[src/rtl/shadow_reg_writer.sv]
// Commits a shadowed register: clear-read, then two identical writes, then a status response.
// Define SHADOW_REG_WRITER_READBACK_EN to add a verify read after the second write.
module shadow_reg_writer #(
   parameter int AW = 32,
   parameter int DW = 32
) (
   input  logic          clk_i,
   input  logic          rst_ni,
   // Request/response handshakes: a transfer happens on a rising edge where valid and ready
   // are both high; a source holds valid and its payload stable until that edge.
   input  logic          req_valid_i,
   output logic          req_ready_o,
   input  logic [AW-1:0] req_addr_i,
   input  logic [DW-1:0] req_wdata_i,
   output logic          rsp_valid_o,
   input  logic          rsp_ready_i,
   output logic [1:0]    rsp_status_o,
   output logic          reg_valid_o,
   input  logic          reg_ready_i,
   output logic          reg_write_o,
   output logic [AW-1:0] reg_addr_o,
   output logic [DW-1:0] reg_wdata_o,
   input  logic [DW-1:0] reg_rdata_i,
   input  logic          reg_error_i,
   output logic [2:0]    dbg_state_o
);

   typedef enum logic [2:0] {
      ST_IDLE   = 3'd0,
      ST_CLR_RD = 3'd1,
      ST_WR0    = 3'd2,
      ST_WR1    = 3'd3,
`ifdef SHADOW_REG_WRITER_READBACK_EN
      ST_VFY_RD = 3'd4,
`endif
      ST_RESP   = 3'd5
   } state_e;

   localparam logic [1:0] STS_OK       = 2'b00;
   localparam logic [1:0] STS_BUS_ERR  = 2'b01;
   localparam logic [1:0] STS_MISMATCH = 2'b10;

   state_e        state_q, state_d;
   logic [AW-1:0] addr_q, addr_d;
   logic [DW-1:0] wdata_q, wdata_d;
   logic [1:0]    status_q, status_d;

   always_ff @(posedge clk_i or negedge rst_ni) begin
      if (!rst_ni) begin
         state_q  <= ST_IDLE;
         addr_q   <= '0;
         wdata_q  <= '0;
         status_q <= STS_OK;
      end else begin
         state_q  <= state_d;
         addr_q   <= addr_d;
         wdata_q  <= wdata_d;
         status_q <= status_d;
      end
   end

   always_comb begin
      state_d     = state_q;
      addr_d      = addr_q;
      wdata_d     = wdata_q;
      status_d    = status_q;
      req_ready_o = 1'b0;
      rsp_valid_o = 1'b0;
      reg_valid_o = 1'b0;
      reg_write_o = 1'b0;
      case (state_q)
         ST_IDLE: begin
            req_ready_o = 1'b1;
            if (req_valid_i) begin
               addr_d   = req_addr_i;
               wdata_d  = req_wdata_i;
               status_d = STS_OK;
               state_d  = ST_CLR_RD;
            end
         end
         // The clear-read only resets the target's phase tracker; its data is discarded.
         ST_CLR_RD: begin
            reg_valid_o = 1'b1;
            if (reg_ready_i) begin
               if (reg_error_i) begin
                  status_d = STS_BUS_ERR;
                  state_d  = ST_RESP;
               end else begin
                  state_d = ST_WR0;
               end
            end
         end
         ST_WR0: begin
            reg_valid_o = 1'b1;
            reg_write_o = 1'b1;
            if (reg_ready_i) begin
               if (reg_error_i) begin
                  status_d = STS_BUS_ERR;
                  state_d  = ST_RESP;
               end else begin
                  state_d = ST_WR1;
               end
            end
         end
         ST_WR1: begin
            reg_valid_o = 1'b1;
            reg_write_o = 1'b1;
            if (reg_ready_i) begin
               if (reg_error_i) begin
                  status_d = STS_BUS_ERR;
                  state_d  = ST_RESP;
               end else begin
`ifdef SHADOW_REG_WRITER_READBACK_EN
                  state_d = ST_VFY_RD;
`else
                  state_d = ST_RESP;
`endif
               end
            end
         end
`ifdef SHADOW_REG_WRITER_READBACK_EN
         ST_VFY_RD: begin
            reg_valid_o = 1'b1;
            if (reg_ready_i) begin
               if (reg_error_i) begin
                  status_d = STS_BUS_ERR;
               end else if (reg_rdata_i != wdata_q) begin
                  status_d = STS_MISMATCH;
               end else begin
                  status_d = STS_OK;
               end
               state_d = ST_RESP;
            end
         end
`endif
         ST_RESP: begin
            rsp_valid_o = 1'b1;
            if (rsp_ready_i) begin
               state_d = ST_IDLE;
            end
         end
         default: begin
            state_d = ST_IDLE;
         end
      endcase
   end

`ifndef SHADOW_REG_WRITER_READBACK_EN
   // Read data only matters for the verify read, which this build does not have.
   logic unused_rdata;
   assign unused_rdata = ^reg_rdata_i;
`endif

   assign reg_addr_o   = addr_q;
   assign reg_wdata_o  = wdata_q;
   assign rsp_status_o = status_q;
   assign dbg_state_o  = state_q;

endmodule

[config.mk]
export PLATFORM = sky130hd
export DESIGN_NAME = shadow_reg_writer
export DESIGN_NICKNAME = d
export VERILOG_FILES = /design/src/rtl/shadow_reg_writer.sv
export SDC_FILE = /design/constraint.sdc
export NUM_CORES = 1
export LEC_CHECK = 0
export ABC_AREA = 1
export CAP_MARGIN = 0
export CORE_ASPECT_RATIO = 1.75
export CORE_MARGIN = 2
export CORE_UTILIZATION = 33
export DETAILED_ROUTE_END_ITERATION = 6
export PLACE_DENSITY = 0.77
export SLEW_MARGIN = 20
export SYNTH_ARGS = -nofsm -noshare
export SYNTH_HDL_FRONTEND = slang
export SYNTH_SLANG_ARGS = --single-unit
[constraint.sdc]
create_clock -name clk_i -period 1.3 [get_ports clk_i]
set_input_delay 0.325 -clock clk_i [delete_from_list [all_inputs] [get_ports clk_i]]
set_output_delay 0.325 -clock clk_i [all_outputs]
set_load 0.005 [all_outputs]
==> impl_results.md <==
- Status: finished, violations left
- WL final: 9640 um
- Highest routed layer: met4
- Count of final hold-check violations: 0
- Most frequent cells in the layout: 176 x nand2_1, 68 x clkdlybuf4s50_1, 66 x dfrtp_1
- Die Span Y: 125 um
- #FFs+latches synth: 68
- WL/cell: 16.1 um
- Post-synthesis sequential area ratio: 61.2%
- Leakage: 2.66 nW
- Final Max Tran Viols: 0
- # Max-Cap Violations: 0
- Layout Nets: 604
- Crit share post-route: 119%
- First-pass DRT Iterations: 4
- Multi-input logic area: 952 um2
- Crit path setup slack, layout: -245 ps
- Max stage delay cell, worst path: dfrtp_1
- Antenna Nets Post-Route: 0
- Syn_nets: 418
- Share of cells above drive strength 1: 21.9%
- CP peak stage delay: 410 ps
- GPL Wtd Cong: 0.801
- Yosys cell types: 18
- Critical-path cell list: buf_4 -> inv_4 -> nand2_2 -> buf_6 -> nor2_4 -> buf_8 -> buf_12 -> clkbuf_16 -> nand2_2 -> nand2_1
- Avg Cell Area, Syn: 8.80 um2
- Residual DRC: 0
- Netlist Area Pre-Place: 2780 um2
- Post-synthesis instance total: 316
- Clk_skew: 3.13 ps
- Die W: 73.4 um
- Worst setup path class: reg2reg
- Clock Latency Late Sink: 320 ps
- Arr. time, crit path: 1810 ps
- Initial antenna violation count: 0
- Clock Sinks: 68
- # diodes: 0
- IO Port Bufs: 141
- Hold bufs inserted after CTS: 0
- Critical path required time: 1560 ps
- Starting density of the core: 33.7%
- Post-DP HPWL: 5450 um
- Clk slew on worst S/H paths: 60 ps
- Most common cell after layout, fill and taps aside: nand2_1
- Grt ovf: 0
- Worst-case clock buffer depth: 2
- Post-layout minimum cycle time: 1540 ps
- Initial DRC count: 153
- Largest net degree at the start of global routing: 69
- CP max FO: 5
- TritonCTS clock tree: built
- Vias in the first global route: 2723
- Rows: 44
- Buf/Inv on CP: 6
- Fmax achieved: 0.647 GHz
- RSZ-0062 raised after global routing: yes
- Failing checks: negative setup slack
- PD cells: 2340 nW/um2
- CTS H-Tree Depth: 3
- Yosys warns: 0
- Worst path most repeated cell: nand2_2
- Setup TNS: -15230 ps
- Vias per cell: 4.61
- Root Buffer: clkbuf_16
- Met2 Wirelength: 5700 um
- Met1 WL: 3280 um
- Final std cells w/o fill: 599
- Critical Path Source: dbg_state_o[2]
- Reg2reg start: dbg_state_o[2]
- First-pass GRT wire length: 13200 um
- Top delay family on crit path: buffers and inverters
- Gr usage total: 19.0%
- Inserted Clock Buffers: 9
- Storage cell area: 1700 um2
- Core ar.: 8260 um2
- Worst min path class: in2async
- CP startpoint kind: register
- Vias: 2759
- Met3 WL post-DR: 389 um
- Area delta synth->final: 88.1%
- Num ports: 175
- Final Setup Violations: 73
- Placed Cells: 548
- Crit path capture type: register
- Die ar.: 9200 um2
- # fillers: 676
- VDD IR max: 1.27 mV
[state kept, by name, indices dropped and copies added, names as in the netlist]
signal / cells
dbg_state_o: 3
reg_wdata_o: 32
rsp_status_o: 1
reg_addr_o: 32
[cell type report]
cell class,count,share of cell area [%]
Sequential cell,68,32.6
Inverter,11,1.03
Timing Repair Buffer,190,39.3
Tap cell,92,2.20
Clock inverter,6,2.13
Multi-Input combinational cell,222,18.2
Clock buffer,10,4.57
[stage by stage]
| stage | instance area (um2) | hold slack, ps | total power, W | utilization (%) | setup WS, ps |
|---|---|---|---|---|---|
| after global routing | 5230 | 42.4 | 0.0130 | 63.3 | -310 |
| after detailed placement | 4290 | 371 | 0.00839 | 51.9 | -257 |
| after global placement | 4290 | 369 | 0.00820 | 51.9 | -244 |
| after CTS | 4870 | 21.9 | 0.0114 | 59.0 | -224 |
| final | 5230 | 0.744 | 0.0122 | 63.3 | -245 |
| after floorplan | 2780 | 29.4 | 0.00548 | - | 27.9 |
[report_power, final]
group	switching [W]	internal (W)	total [W]	leakage [nW]
clock network	0.000885	0.00192	0.00281	0.169
registers	0.000571	0.00314	0.00371	0.841
logic	0.00247	0.00324	0.00570	1.65
[synthesized netlist by cell type]
cell type  number  area (um2)
inv_1          10        37.5
nor3_1          2        10.0
nand4_1         3        18.8
nand2_2         1        6.26
inv_2           1        3.75
nor2_1          3        11.3
nand3_1         4        20.0
buf_4           1        7.51
conb_1          1        3.75
buf_6           6        67.6
o31ai_1         1        7.51
nand2_1       203         762
a21oi_1         1        5.00
clkbuf_8        7        96.3
nor2_2          2        12.5
clkbuf_1        1        3.75
dfrtp_1        68        1700
o21ai_0         1        5.00
[path summary, 6_finish.rpt]
path	slack, ps	depth (start not counted)	end
max reg2reg	-240	10	reg_addr_o[8]
min in group clk_i	460	2	reg_wdata_o[12]
min	0.7	2	reg_wdata_o[28]
max	-240	10	reg_addr_o[8]
max in group asynchronous	980	2	dbg_state_o[1]
min reg2reg	460	2	reg_wdata_o[12]
[cells by family (layout without fill, tap and decap cells)]
group / count (synthesis) / count (layout) / synth area share [%]
buffers and inverters: 26 / 217 / 7.79
and+or+nand+nor: 218 / 218 / 30.2
AOI/OAI and AO/OA: 3 / 3 / 0.630
other: 1 / 1 / 0.135
DFF: 68 / 68 / 61.2
[layer usage]
metal	GRT usage, %	up-vias
met5	0	-
met4	10.8	0
met3	3.46	19
met2	35.1	108
met1	18.8	1306
li1	-	1326
[what timing repair did]
item | 4_1_cts | 5_1_grt
setup buffers | 13 | 12
setup endpoints to repair | 137 | 94
resized for setup | 159 | 56
gates cloned | 4 | 9
pin swaps | 3 | 28
(Power assumes the default switching activity.)
